File: src/rtl/render_pkg.sv
// Shared types and constants for the object renderer: coordinate/colour widths,
// default palette, bounding-box record and sequencing states.
package render_pkg;

   localparam int COORD_W = 12;
   localparam int RGB_W   = 3;

   localparam logic [RGB_W-1:0] BG_COLOR_D       = 3'b000;
   localparam logic [RGB_W-1:0] BALL_COLOR_D     = 3'b111;
   localparam logic [RGB_W-1:0] PADDLE_A_COLOR_D = 3'b010;
   localparam logic [RGB_W-1:0] PADDLE_B_COLOR_D = 3'b001;

   typedef struct packed {
      logic [COORD_W-1:0] x1;
      logic [COORD_W-1:0] x2;
      logic [COORD_W-1:0] y1;
      logic [COORD_W-1:0] y2;
   } box_t;

   // x1>x2 and y1>y2: draws nothing until the first frame capture
   localparam box_t EMPTY_BOX = '{x1: 12'd1, x2: 12'd0, y1: 12'd1, y2: 12'd0};

   typedef enum logic {
      WAIT_FRAME = 1'b0,
      RENDER     = 1'b1
   } state_t;

endpackage

File: src/rtl/box_hit.sv
// Inclusive unsigned point-in-box test; an inverted box (x1>x2 or y1>y2) is
// empty rather than wrapping around the screen edge.
module box_hit
   import render_pkg::*;
(
   input  box_t               i_box,
   input  logic [COORD_W-1:0] i_x,
   input  logic [COORD_W-1:0] i_y,
   output logic               o_inside
);

   logic w_empty;
   logic w_in_x;
   logic w_in_y;

   assign w_empty  = (i_box.x1 > i_box.x2) || (i_box.y1 > i_box.y2);
   assign w_in_x   = (i_x >= i_box.x1) && (i_x <= i_box.x2);
   assign w_in_y   = (i_y >= i_box.y1) && (i_y <= i_box.y2);
   assign o_inside = !w_empty && w_in_x && w_in_y;

endmodule

File: src/rtl/object_renderer.sv
// Frame-latched ball/paddle renderer with 2-strobe hit-test pipeline and
// once-per-frame ball/paddle collision pulses.
//
//   state      | meaning
//   WAIT_FRAME | after reset; shadows empty, no hit pulse on next frame start
//   RENDER     | drawing; frame start recaptures boxes and pulses sticky hits
module object_renderer
   import render_pkg::*;
#(
   parameter logic [RGB_W-1:0] BG_COLOR       = BG_COLOR_D,
   parameter logic [RGB_W-1:0] BALL_COLOR     = BALL_COLOR_D,
   parameter logic [RGB_W-1:0] PADDLE_A_COLOR = PADDLE_A_COLOR_D,
   parameter logic [RGB_W-1:0] PADDLE_B_COLOR = PADDLE_B_COLOR_D
) (
   input  logic               in_clock,
   input  logic               in_reset,
   input  logic               in_pix_stb,
   input  logic               in_frame_start,
   input  logic               in_active,
   input  logic [COORD_W-1:0] in_x,
   input  logic [COORD_W-1:0] in_y,
   input  logic [COORD_W-1:0] in_ball_x1,
   input  logic [COORD_W-1:0] in_ball_x2,
   input  logic [COORD_W-1:0] in_ball_y1,
   input  logic [COORD_W-1:0] in_ball_y2,
   input  logic [COORD_W-1:0] in_pa_x1,
   input  logic [COORD_W-1:0] in_pa_x2,
   input  logic [COORD_W-1:0] in_pa_y1,
   input  logic [COORD_W-1:0] in_pa_y2,
   input  logic [COORD_W-1:0] in_pb_x1,
   input  logic [COORD_W-1:0] in_pb_x2,
   input  logic [COORD_W-1:0] in_pb_y1,
   input  logic [COORD_W-1:0] in_pb_y2,
   output logic [RGB_W-1:0]   out_rgb,
   output logic               out_active,
   output logic               out_hit_a,
   output logic               out_hit_b
);

   state_t r_state;
   state_t w_state_next;
   logic   w_pulse_en;

   box_t r_ball;
   box_t r_pa;
   box_t r_pb;

   logic w_ball_in;
   logic w_pa_in;
   logic w_pb_in;

   logic r_s1_ball;
   logic r_s1_pa;
   logic r_s1_pb;
   logic r_s1_active;

   logic [RGB_W-1:0] w_rgb;
   logic             w_coll_a;
   logic             w_coll_b;
   logic             r_sticky_a;
   logic             r_sticky_b;

   box_hit u_hit_ball (.i_box(r_ball), .i_x(in_x), .i_y(in_y), .o_inside(w_ball_in));
   box_hit u_hit_pa   (.i_box(r_pa),   .i_x(in_x), .i_y(in_y), .o_inside(w_pa_in));
   box_hit u_hit_pb   (.i_box(r_pb),   .i_x(in_x), .i_y(in_y), .o_inside(w_pb_in));

   always_comb begin
      w_state_next = r_state;
      w_pulse_en   = 1'b0;
      case (r_state)
         WAIT_FRAME: if (in_frame_start) w_state_next = RENDER;
         RENDER:     if (in_frame_start) w_pulse_en = 1'b1;
         default:    w_state_next = WAIT_FRAME;
      endcase
   end

   always_ff @(posedge in_clock or posedge in_reset) begin
      if (in_reset) begin
         r_state <= WAIT_FRAME;
      end else begin
         r_state <= w_state_next;
      end
   end

   always_ff @(posedge in_clock or posedge in_reset) begin
      if (in_reset) begin
         r_ball <= EMPTY_BOX;
         r_pa   <= EMPTY_BOX;
         r_pb   <= EMPTY_BOX;
      end else if (in_frame_start) begin
         r_ball <= '{x1: in_ball_x1, x2: in_ball_x2, y1: in_ball_y1, y2: in_ball_y2};
         r_pa   <= '{x1: in_pa_x1,   x2: in_pa_x2,   y1: in_pa_y1,   y2: in_pa_y2};
         r_pb   <= '{x1: in_pb_x1,   x2: in_pb_x2,   y1: in_pb_y1,   y2: in_pb_y2};
      end
   end

   always_comb begin
      w_rgb = BG_COLOR;
      if (!r_s1_active)   w_rgb = '0;
      else if (r_s1_ball) w_rgb = BALL_COLOR;
      else if (r_s1_pa)   w_rgb = PADDLE_A_COLOR;
      else if (r_s1_pb)   w_rgb = PADDLE_B_COLOR;
   end

   always_ff @(posedge in_clock or posedge in_reset) begin
      if (in_reset) begin
         r_s1_ball   <= 1'b0;
         r_s1_pa     <= 1'b0;
         r_s1_pb     <= 1'b0;
         r_s1_active <= 1'b0;
         out_rgb     <= '0;
         out_active  <= 1'b0;
      end else if (in_pix_stb) begin
         r_s1_ball   <= w_ball_in;
         r_s1_pa     <= w_pa_in;
         r_s1_pb     <= w_pb_in;
         r_s1_active <= in_active;
         out_rgb     <= w_rgb;
         out_active  <= r_s1_active;
      end
   end

   // Collision is taken from stage 1 as it is consumed, so it lines up with the drawn pixel
   assign w_coll_a = in_pix_stb && r_s1_active && r_s1_ball && r_s1_pa;
   assign w_coll_b = in_pix_stb && r_s1_active && r_s1_ball && r_s1_pb;

   always_ff @(posedge in_clock or posedge in_reset) begin
      if (in_reset) begin
         r_sticky_a <= 1'b0;
         r_sticky_b <= 1'b0;
         out_hit_a  <= 1'b0;
         out_hit_b  <= 1'b0;
      end else begin
         out_hit_a <= w_pulse_en && r_sticky_a;
         out_hit_b <= w_pulse_en && r_sticky_b;
         if (in_frame_start) begin
            r_sticky_a <= w_coll_a;
            r_sticky_b <= w_coll_b;
         end else begin
            r_sticky_a <= r_sticky_a || w_coll_a;
            r_sticky_b <= r_sticky_b || w_coll_b;
         end
      end
   end

endmodule
File: config.mk
export PLATFORM = sky130hd
export DESIGN_NAME = object_renderer
export DESIGN_NICKNAME = d
export VERILOG_FILES = /design/src/rtl/render_pkg.sv /design/src/rtl/box_hit.sv /design/src/rtl/object_renderer.sv
export SDC_FILE = /design/constraint.sdc
export NUM_CORES = 1
export LEC_CHECK = 0
export ABC_CLOCK_PERIOD_IN_PS = 14300
export BUFFER_PORTS_ARGS = -buffer_cell sky130_fd_sc_hd__buf_4
export CAP_MARGIN = 5
export CORE_UTILIZATION = 62
export DETAILED_ROUTE_END_ITERATION = 12
export GPL_ROUTABILITY_DRIVEN = 0
export PLACE_DENSITY = 0.84
export SLEW_MARGIN = 10
export SYNTH_ARGS = -nofsm -noshare
export SYNTH_HDL_FRONTEND = slang
export SYNTH_SLANG_ARGS = --single-unit
File: constraint.sdc
create_clock -name in_clock -period 14.3 [get_ports in_clock]
set_input_delay 1.43 -clock in_clock [delete_from_list [all_inputs] [get_ports in_clock]]
set_output_delay 1.43 -clock in_clock [all_outputs]
set_load 0.03 [all_outputs]
==> results.md <==
- Post-layout min period: 3310 ps
- Post-CTS setup buffers: 0
- F_max: 0.302 GHz
- Critical Path Start Type: primary input
- Final wirelength: about 27,000 µm
- Post-cts resize count: 0
- Min Hold Slack: 513 ps
- Global route overflow: 0
- Htree depth: 4
- Via count: 9,147
- Share of post-route cells with drive strength above 1: 0.173
- # clock sinks: 157
- Number of synthesis warnings: 0
- Pleak: about 0.0065 µW
- Sequential Area: approximately 3900 µm²
- Most common cell in the synthesized netlist: ha_1
- Hold Path Class: reg2reg
- Remaining antenna violation count: 0
- Synth cell count leaders: ha_1, o21ai_0, nand2_1
- Fin nets: ~1,700
- CTS max path bufs: 2
- Die height: roughly 130 µm
- CTS Root Cell: clkbuf_16
- Area grow syn2layout: 19.8%
- Largest net degree at the start of global routing: 164
- Dpl hpwl: 20,200 µm
- # diodes: 0
- Synth unique cells: 45
- Total CTS buffers: 17
- Setup slack at placement: 10,640 ps
- Final setup TNS: 0 ps
- Slew headroom: 0.327
- First-pass GRT wire length: 44,100 µm
- Number of synthesized flops with an enable pin: 0
- WS Path Type: in2reg
- RSZ-0062 raised after global routing: no
- CP Data Arrival Time: 3620 ps
- Synth top area share: 0.358
- Async SR Flop Fraction: 1.00
- Hold Buf Count CTS: 0
- Initial Util: 0.636
- Io pins: around 180
- Final period utilization: 0.231
- Sequential area share after synthesis: 0.373
- Predominant post-synthesis flop cell: dfrtp_1
- Final core utilization: 0.762
- Horizontal die dimension: 132 µm
- Number of global-route vias before repair: 9,261
- Detailed Routing Iterations Pass 1: 7
- Final Max Tran Viols: 0
- Post-route worst setup slack: 10,990 ps
- Slew @ Worst Pin: 1010 ps
- MaxCap Viol Count: 0
- Drt initial violations: 570
- Fill cell count: 1,192
- Status: finished, final reports clean
- Fin. Hold Viols: 0
- GRT Overall Usage: 0.320
- Mean Syn Cell Area: 9.13 µm²
- CP required: ~15,000 ps
- Port bufs: 178
- Final setup violation count: 0
- Area of the core: 16,600 µm²
- CTS tree: yes
- Crit Path Max Fanout: roughly 160
- Tot Pwr: 1280 µW
- Post-DR vias/cell: 5.88
- Synth Net Count: about 1,500
- Synth Cell Area: around 11,000 µm²
- Rows: 47
- Initial antenna violation count: 0
- Area taken by multi-input logic gates: a little under 6000 µm²
- DIE AREA: roughly 18,000 µm²
- DRC: 0
- Clk_skew: roughly 11 ps
- Clk_lat worst skew: about 430 ps
- Synth Instances: between 1,000 and 1,500
- Largest area contributor in the netlist: dfrtp_1
- Top post-synthesis cells by area: dfrtp_1, ha_1, o21ai_0
- Maximum vdd ir drop: 0.0901 mV
- CP Capture Type: register
- Cell Pwr Density: about 100 nW/µm²
- Post-DR wirelength/cell: around 17 µm
- #FFs+latches synth: about 160
- Reg clk slew, reported paths: 70 ps
report_power, final:
part	switching (µW)	internal (µW)	leakage [µW]
Clock	183	265	0.000283
Sequential	19.3	484	0.00191
Combinational	185	143	0.00434
Total	388	892	0.00653
routing by layer:
metal / track usage / vias to the layer above / part of all wire
met1: 0.388 / 4365 / 0.41
met5: 0 / - / 0
met4: 0.140 / 0 / 0.035
li1: - / 4398 / -
met3: 0.0617 / 69 / 0.060
met2: 0.552 / 315 / 0.49
logic make-up after synthesis:
| group | after synthesis | share of synthesized area |
|---|---|---|
| AOI/OAI and AO/OA | 318 | 0.180 |
| buffers and inverters | 184 | 0.0655 |
| DFF | 157 | 0.373 |
| adders and majority gates | 216 | 0.256 |
| and+or+nand+nor | 274 | 0.118 |
| muxes | 7 | 0.00747 |
stage by stage:
step / instances / cell area (µm²)
after CTS: 1555 / 12600
after global placement: 1523 / 12100
after global routing: 1555 / 12600
final: 1555 / 12600
after detailed placement: 1523 / 12100
after floorplan: 1156 / 10600
flip-flops by register name (all words and copies together) (netlist names):
register	count
r_ball	48
r_pa	48
r_pb	48
out_rgb	3
out_active	1
out_hit_a	1
out_hit_b	1
r_s1_active	1
r_s1_ball	1
r_s1_pa	1
r_s1_pb	1
r_state	1
r_sticky_a	1
r_sticky_b	1
layout make-up:
cell class	count	area share
multi-input combinational	815	0.469
sequential	157	0.311
timing repair buffer	180	0.107
inverter	151	0.0452
clock buffer	21	0.0364
tap	220	0.0218
clock inverter	11	0.00931
placed cells by master, fill, tap and decap left out, drive strengths merged, types with 5 or more instances in the layout:
cell type and instances:
inv 151, ha 216, nor3 9, dfrtp 151, clkinv 7, nand2b 7
a21o 35, dfstp 6, clkbuf 21, o211ai 11, nand4 44, mux2 7
a2111oi 5, o21ai 163, a211oi 21, nor2 24, nand3 13, a21oi 57
nand2 154, nor2b 15, buf 180
worst max-delay path, stage by stage:
cell,delay (ps)
buf_6,720
buf_4,910
mux2_2,420
worst paths after layout:
| check | start | to | slack [ps] | cells past startpoint |
|---|---|---|---|---|
| worst max-delay path | in_frame_start | r_ball[0]$_DFFE_PP0P_ | 10990 | 3 |
| worst min-delay path | r_pa[12]$_DFFE_PP1P_ | r_pa[12]$_DFFE_PP1P_ | 510 | 2 |
| worst max register to register | r_pa[25]$_DFFE_PP0P_ | r_s1_pa$_DFFE_PP0P_ | 11890 | 8 |
| worst min register to register | r_pa[12]$_DFFE_PP1P_ | r_pa[12]$_DFFE_PP1P_ | 510 | 2 |
| max in group asynchronous | in_reset | out_rgb[2]$_DFFE_PP0P_ | 11680 | 3 |
| min in group asynchronous | in_reset | r_ball[17]$_DFFE_PP0P_ | 1140 | 2 |
No activity file was read; power rests on OpenSTA's default activity.
